<file path="src/rtl/uart_sched_pkg.sv">
// Shared types and defaults for the UART TX scheduler.
// State codes follow the gray-like layout of the TX FSM.
package uart_sched_pkg;

    typedef enum logic [2:0] {
        IDLE    = 3'b000,
        ISSUE   = 3'b001,
        WAIT_HI = 3'b011,
        WAIT_LO = 3'b010,
        GAP     = 3'b110
    } state_t;

    localparam bit CH_A = 1'b0;
    localparam bit CH_B = 1'b1;

    localparam int DW_DEF      = 8;
    localparam int BUSY_TO_DEF = 16;
    localparam int TO_W_DEF    = 5;

endpackage

</file>
<file path="src/rtl/uart_tx_scheduler_if.sv">
// Requester and UART TX side signals of the scheduler.
// The scheduler takes the slave modport, the environment the master.
interface uart_tx_scheduler_if
    import uart_sched_pkg::*;
#(
    parameter int DW = DW_DEF
) ();

    logic          a_valid;
    logic [2*DW-1:0] a_data;
    logic          a_ready;
    logic          b_valid;
    logic [DW-1:0] b_data;
    logic          b_ready;
    logic          tx_busy;
    logic [DW-1:0] tx_p_data;
    logic          tx_data_valid;
    logic          sched_busy;
    logic          owner;
    logic          to_err;

    modport slave (
        input  a_valid, a_data, b_valid, b_data, tx_busy,
        output a_ready, b_ready, tx_p_data, tx_data_valid,
        output sched_busy, owner, to_err
    );

    modport master (
        output a_valid, a_data, b_valid, b_data, tx_busy,
        input  a_ready, b_ready, tx_p_data, tx_data_valid,
        input  sched_busy, owner, to_err
    );

endinterface

</file>
<file path="src/rtl/uart_tx_scheduler_rr_arb2.sv">
// Two-requester round-robin arbiter with a registered priority pointer.
// Bit 0 is channel A, bit 1 is channel B; grants only while enabled.
module rr_arb2
    import uart_sched_pkg::*;
(
    input  logic       clk,
    input  logic       rst,
    input  logic       en_i,
    input  logic [1:0] req_i,
    output logic [1:0] grant_o
);

    logic prio_q;
    logic prio_d;

    // Grant the sole requester, or the favoured one on contention.
    always_comb begin
        grant_o = 2'b00;
        prio_d  = prio_q;
        if (en_i) begin
            case (req_i)
                2'b01:   grant_o = 2'b01;
                2'b10:   grant_o = 2'b10;
                2'b11:   grant_o = (prio_q == CH_B) ? 2'b10 : 2'b01;
                default: grant_o = 2'b00;
            endcase
        end
        if (grant_o[CH_A]) begin
            prio_d = CH_B;
        end else if (grant_o[CH_B]) begin
            prio_d = CH_A;
        end
    end

    // Priority pointer; favours A out of reset.
    always_ff @(posedge clk or posedge rst) begin
        if (rst) begin
            prio_q <= CH_A;
        end else begin
            prio_q <= prio_d;
        end
    end

endmodule

</file>
<file path="src/rtl/uart_tx_scheduler.sv">
// Shares one UART TX between a two-byte channel A and a one-byte
// channel B, issuing one byte at a time and tracking tx_busy.
module uart_tx_scheduler
    import uart_sched_pkg::*;
#(
    parameter int DW      = DW_DEF,
    parameter int BUSY_TO = BUSY_TO_DEF,
    parameter int TO_W    = TO_W_DEF
) (
    input  logic clk,
    input  logic rst,
    uart_tx_scheduler_if.slave bus
);

    state_t          state_q, state_d;
    logic [2*DW-1:0] hold_q, hold_d;
    logic [1:0]      left_q, left_d;
    logic [TO_W-1:0] cnt_q, cnt_d;
    logic [TO_W-1:0] cnt_inc;
    logic            owner_q, owner_d;
    logic            a_ready_q, a_ready_d;
    logic            b_ready_q, b_ready_d;
    logic            txv_q, txv_d;
    logic [DW-1:0]   txd_q, txd_d;
    logic            to_err_q, to_err_d;
    logic            sbusy_q;
    logic [1:0]      grant;
    logic            arb_en;

    assign arb_en  = (state_q == IDLE);
    assign cnt_inc = cnt_q + TO_W'(1);

    rr_arb2 u_arb (
        .clk     (clk),
        .rst     (rst),
        .en_i    (arb_en),
        .req_i   ({bus.b_valid, bus.a_valid}),
        .grant_o (grant)
    );

    // Next-state and registered-output decode for the byte scheduler.
    always_comb begin
        state_d   = state_q;
        hold_d    = hold_q;
        left_d    = left_q;
        cnt_d     = cnt_q;
        owner_d   = owner_q;
        a_ready_d = 1'b0;
        b_ready_d = 1'b0;
        txv_d     = 1'b0;
        txd_d     = txd_q;
        to_err_d  = 1'b0;
        unique case (state_q)
            IDLE: begin
                if (grant[CH_A]) begin
                    a_ready_d = 1'b1;
                    hold_d    = bus.a_data;
                    left_d    = 2'd2;
                    owner_d   = CH_A;
                    txv_d     = 1'b1;
                    txd_d     = bus.a_data[DW-1:0];
                    state_d   = ISSUE;
                end else if (grant[CH_B]) begin
                    b_ready_d = 1'b1;
                    hold_d    = {{DW{1'b0}}, bus.b_data};
                    left_d    = 2'd1;
                    owner_d   = CH_B;
                    txv_d     = 1'b1;
                    txd_d     = bus.b_data;
                    state_d   = ISSUE;
                end
            end
            ISSUE: begin
                cnt_d   = '0;
                state_d = WAIT_HI;
            end
            WAIT_HI: begin
                if (bus.tx_busy) begin
                    state_d = WAIT_LO;
                end else begin
                    cnt_d = cnt_inc;
                    if (cnt_inc == TO_W'(BUSY_TO)) begin
                        to_err_d = 1'b1;
                        left_d   = 2'd0;
                        state_d  = IDLE;
                    end
                end
            end
            WAIT_LO: begin
                if (!bus.tx_busy) begin
                    left_d = left_q - 2'd1;
                    hold_d = hold_q >> DW;
                    if (left_q == 2'd1) begin
                        state_d = IDLE;
                    end else begin
                        state_d = GAP;
                    end
                end
            end
            GAP: begin
                txv_d   = 1'b1;
                txd_d   = hold_q[DW-1:0];
                state_d = ISSUE;
            end
            default: state_d = IDLE;
        endcase
    end

    // State, datapath and output registers.
    always_ff @(posedge clk or posedge rst) begin
        if (rst) begin
            state_q   <= IDLE;
            hold_q    <= '0;
            left_q    <= '0;
            cnt_q     <= '0;
            owner_q   <= CH_A;
            a_ready_q <= 1'b0;
            b_ready_q <= 1'b0;
            txv_q     <= 1'b0;
            txd_q     <= '0;
            to_err_q  <= 1'b0;
            sbusy_q   <= 1'b0;
        end else begin
            state_q   <= state_d;
            hold_q    <= hold_d;
            left_q    <= left_d;
            cnt_q     <= cnt_d;
            owner_q   <= owner_d;
            a_ready_q <= a_ready_d;
            b_ready_q <= b_ready_d;
            txv_q     <= txv_d;
            txd_q     <= txd_d;
            to_err_q  <= to_err_d;
            sbusy_q   <= (state_d != IDLE);
        end
    end

    assign bus.a_ready       = a_ready_q;
    assign bus.b_ready       = b_ready_q;
    assign bus.tx_data_valid = txv_q;
    assign bus.tx_p_data     = txd_q;
    assign bus.to_err        = to_err_q;
    assign bus.sched_busy    = sbusy_q;
    assign bus.owner         = owner_q;

endmodule

</file>
<file path="src/flat_wrapper.sv">
// flat-port wrapper written by rule: the top's interface ports become plain ports
module uart_tx_scheduler_flat import uart_sched_pkg::*;
#(
    parameter int DW      = DW_DEF,
    parameter int BUSY_TO = BUSY_TO_DEF,
    parameter int TO_W    = TO_W_DEF
)
  (clk, rst, bus_a_valid, bus_a_data, bus_b_valid, bus_b_data, bus_tx_busy, bus_a_ready, bus_b_ready, bus_tx_p_data, bus_tx_data_valid, bus_sched_busy, bus_owner, bus_to_err);
  uart_tx_scheduler_if #(.DW(DW)) bus_i ();
  input  logic clk;
  input  logic rst;
  input wire logic [$bits(bus_i.a_valid)-1:0] bus_a_valid;
  input wire logic [$bits(bus_i.a_data)-1:0] bus_a_data;
  input wire logic [$bits(bus_i.b_valid)-1:0] bus_b_valid;
  input wire logic [$bits(bus_i.b_data)-1:0] bus_b_data;
  input wire logic [$bits(bus_i.tx_busy)-1:0] bus_tx_busy;
  output wire logic [$bits(bus_i.a_ready)-1:0] bus_a_ready;
  output wire logic [$bits(bus_i.b_ready)-1:0] bus_b_ready;
  output wire logic [$bits(bus_i.tx_p_data)-1:0] bus_tx_p_data;
  output wire logic [$bits(bus_i.tx_data_valid)-1:0] bus_tx_data_valid;
  output wire logic [$bits(bus_i.sched_busy)-1:0] bus_sched_busy;
  output wire logic [$bits(bus_i.owner)-1:0] bus_owner;
  output wire logic [$bits(bus_i.to_err)-1:0] bus_to_err;
  assign bus_i.a_valid = bus_a_valid;
  assign bus_i.a_data = bus_a_data;
  assign bus_i.b_valid = bus_b_valid;
  assign bus_i.b_data = bus_b_data;
  assign bus_i.tx_busy = bus_tx_busy;
  assign bus_a_ready = bus_i.a_ready;
  assign bus_b_ready = bus_i.b_ready;
  assign bus_tx_p_data = bus_i.tx_p_data;
  assign bus_tx_data_valid = bus_i.tx_data_valid;
  assign bus_sched_busy = bus_i.sched_busy;
  assign bus_owner = bus_i.owner;
  assign bus_to_err = bus_i.to_err;
  uart_tx_scheduler #(.DW(DW), .BUSY_TO(BUSY_TO), .TO_W(TO_W)) u_core (.clk(clk), .rst(rst), .bus(bus_i));
endmodule
</file>
<file path="config.mk">
export PLATFORM = sky130hd
export DESIGN_NAME = uart_tx_scheduler_flat
export DESIGN_NICKNAME = d
export VERILOG_FILES = /design/src/rtl/uart_sched_pkg.sv /design/src/rtl/uart_tx_scheduler_if.sv /design/src/rtl/uart_tx_scheduler_rr_arb2.sv /design/src/rtl/uart_tx_scheduler.sv /design/src/flat_wrapper.sv
export SDC_FILE = /design/constraint.sdc
export NUM_CORES = 1
export LEC_CHECK = 0
export CAP_MARGIN = 20
export CORE_MARGIN = 5
export CORE_UTILIZATION = 54
export DETAILED_ROUTE_END_ITERATION = 8
export PLACE_DENSITY = 0.92
export RECOVER_POWER = 25
export SETUP_SLACK_MARGIN = 0.15
export SYNTH_ARGS = -nofsm -noshare
export SYNTH_HDL_FRONTEND = slang
export SYNTH_SLANG_ARGS = --single-unit
</file>
<file path="constraint.sdc">
create_clock -name clk -period 3.6 [get_ports clk]
set_input_delay 0.9 -clock clk [delete_from_list [all_inputs] [get_ports clk]]
set_output_delay 0.9 -clock clk [all_outputs]
set_load 0.02 [all_outputs]
</file>
==> qor.yml <==
outcome: "complete, no violations"
startpoint_type: "input pin"
viasPerCell: 5.97
post-place-cells: 277
slew_viol_final: 0
placementRows: 22
netlist_top_cells_area: "dfrtp_1 52%, a211oi_2 5.0%, nor3_1 4.5%"
grt_use_met3_pct: 6.39
reg2regPathDepth: 5
place_hpwl_mm: 3.32
yosys.area.top_type: "dfrtp_1"
via_count: 1707
gr-usage-met2_pct: 32.4
gp_congestion: 0.790
avgSynthCellArea_um2: 10.3
initial_core_util_pct: 55.1
p_leak_nw: 1.09
finalNetCount: 268
synth_area_um2: 1990
cts_tree: "built"
setup_total_negative_slack_ps: 0
grt_start_max_net_pins: 42
fillers: 255
cts_max_level: 2
layout.cells.non_filler: 286
busiest_layer: "met2"
slew_headroom_pct: 58.3
cts_setup_buffers: 0
met1_usage_pct: 26.3
cts_max_path_buffers: 2
worstPathMaxFanout: 17
hold_end: "u_core.bus.tx_p_data[4]"
r2r_setup_slack_ps: 1530
endpoint_kind: "flop"
root_buffer: "clkbuf_8"
drt_iter0_markers: 202
io_buffer_count: 42
synth.distinct_cells: 38
cts_hold_buf: 0
io_pins: 43
grt_pass1_vias: 1649
synth.top_cell.area_share_pct: 51.7
clkLatencyLatePin_ps: 300
final_hold_viol_count: 0
r2r-start: "u_core.state_q[0]"
whs_path_depth: 2
remaining_drc_errors: 0
cts_inserted_buffers: 5
ys_ff_latch: 41
rsz0062_at_grt: "false"
grt_first_pass_wirelength_mm: 8.11
area_growth_pct: 28.6
fmax_mhz: 384
antenna_found_initial: 0
holdCritPathClass: "reg2reg"
path_clk_slew_ps: 80
ctsResizeCount: 0
drt_first_pass_iters: 4
wl_per_cell_um: 17.2
ir_drop_uv: 330
antennaDiodeCount: 0
grtUsageTotal_pct: 20.6
setup_viol: 0
final_core_util_pct: 70.8
die_y_um: 70.6
design.core.area_um2: 3610
drive_gt1_share_pct: 10.9
critPathArrivalTime_ps: 2790
skew_ps: 5.91
routed_wl_mm: 4.92
cp.required_ps: 3790
die_w_um: 70.6
hp-start: "u_core.hold_q[4]"
reg2reg_to: "u_core.left_q[1]"
powerDensity_nw_per_um2: 844
crit_type: "in2reg"
ant_nets: 0
finalCriticalPeriod_ps: 2600
overflow: 0
maxCapViolCount: 0
numClockSinks: 41
synth_cells: 193
yosys_warnings: 0
finalCritPeriodShare_pct: 72.3
worst_pin_slew_ps: 622
synthesis.nets: 224
yosysSeqAreaShare_pct: 51.7
dieArea_um2: 4990
metal layers:
layer | part of all wire [%] | routed length, µm
met1 | 41 | 2030
met2 | 48 | 2380
met3 | 7.8 | 384
met4 | 2.5 | 124
met5 | 0 | 0
placed cells by master, fill, tap and decap left out, types with 2 or more instances in the layout:
cell             count
inv_1                6
dfrtp_1             41
nand3_1              4
nor2_1              21
nor2b_1              2
a22o_1               9
xor2_1               2
dlygate4sd3_1        2
a211oi_2             8
nand2_1             23
clkbuf_8             6
nand2b_1             2
buf_4                2
clkdlybuf4s50_1     40
o21ai_0              7
nor3_1              18
a21oi_1              4
nand2_2              2
o31ai_1              8
ha_1                 2
and3_1               9
worst max path at each step:
| stage | from | end | slack [ps] | depth (start not counted) |
|---|---|---|---|---|
| 2_1_floorplan | bus_a_valid | u_core.left_q[0] | 1610 | 4 |
| 3_3_place_gp | bus_b_valid | u_core.left_q[0] | 860 | 5 |
| 3_5_place_dp | bus_a_valid | u_core.left_q[1] | 800 | 6 |
| 4_1_cts | bus_a_valid | u_core.left_q[1] | 1090 | 6 |
| 5_1_grt | bus_a_valid | u_core.left_q[1] | 920 | 6 |
| 6_report | bus_b_valid | u_core.left_q[0] | 1000 | 5 |
report_power, final:
| group | switching [mW] | internal, mW |
|---|---|---|
| Combinational | 0.517 | 0.415 |
| Sequential | 0.175 | 0.667 |
| Clock | 0.156 | 0.226 |
cell type report:
type / instances / area (µm²) / share of cell area [%]
sequential: 41 / 1030 / 40.2
multi-input combinational: 139 / 893 / 35.0
timing repair buffer: 44 / 435 / 17.1
clock buffer: 7 / 86.3 / 3.38
tap: 48 / 60.1 / 2.35
clock inverter: 1 / 30.0 / 1.18
inverter: 6 / 22.5 / 0.882
synth_stat cells (all sizes together):
master	instances
a211oi	8
a21boi	1
a21o	1
a21oi	4
a22o	9
a31oi	1
and3	9
and4b	1
buf	7
dfrtp	41
ha	2
inv	6
mux2	1
mux2i	1
nand2	25
nand2b	2
nand3	4
nand4bb	1
nor2	22
nor2b	2
nor3	19
nor4	1
nor4b	1
o211ai	1
o21ai	8
o21ba	1
o21bai	1
o2bb2ai	1
o311ai	1
o31ai	8
o41a	1
xor2	2
metrics by stage:
step | setup WS [ps] | hold slack [ps] | instance area, µm² | total power [mW]
after floorplan | 1610 | 449 | 1990 | 1.45
final | 996 | 484 | 2550 | 2.16
after global placement | 861 | 455 | 2430 | 1.72
after detailed placement | 804 | 470 | 2430 | 1.76
after CTS | 1090 | 480 | 2550 | 2.15
after global routing | 920 | 511 | 2550 | 2.29
worst max-delay path, cell delays in order:
cell	delay, ps
dlygate4sd3_1	600
o21ba_2	270
o21ai_4	410
o41a_1	300
mux2_4	310
state kept, by name (all words and copies together) (netlist names):
| signal | cells |
|---|---|
| u_core.bus.owner | 1 |
| u_core.state_q | 3 |
| u_core.bus.tx_data_valid | 1 |
| u_core.u_arb.prio_q | 1 |
| u_core.bus.tx_p_data | 8 |
| u_core.bus.sched_busy | 1 |
| u_core.left_q | 2 |
| u_core.cnt_q | 5 |
| u_core.bus.to_err | 1 |
| u_core.hold_q | 16 |
| u_core.bus.b_ready | 1 |
| u_core.bus.a_ready | 1 |
kinds of logic (layout without fill, tap and decap cells):
group / after synthesis / count (layout) / synth area share, %
AOI/OAI and AO/OA: 46 / 46 / 19.6
xor gates and xnor gates: 2 / 2 / 0.882
adders and majority gates: 2 / 2 / 1.26
buffers and inverters: 13 / 58 / 3.34
DFF: 41 / 41 / 51.7
muxes: 2 / 2 / 1.26
and+or+nand+nor: 87 / 87 / 22.0
Power figures use the tool's default switching activity.
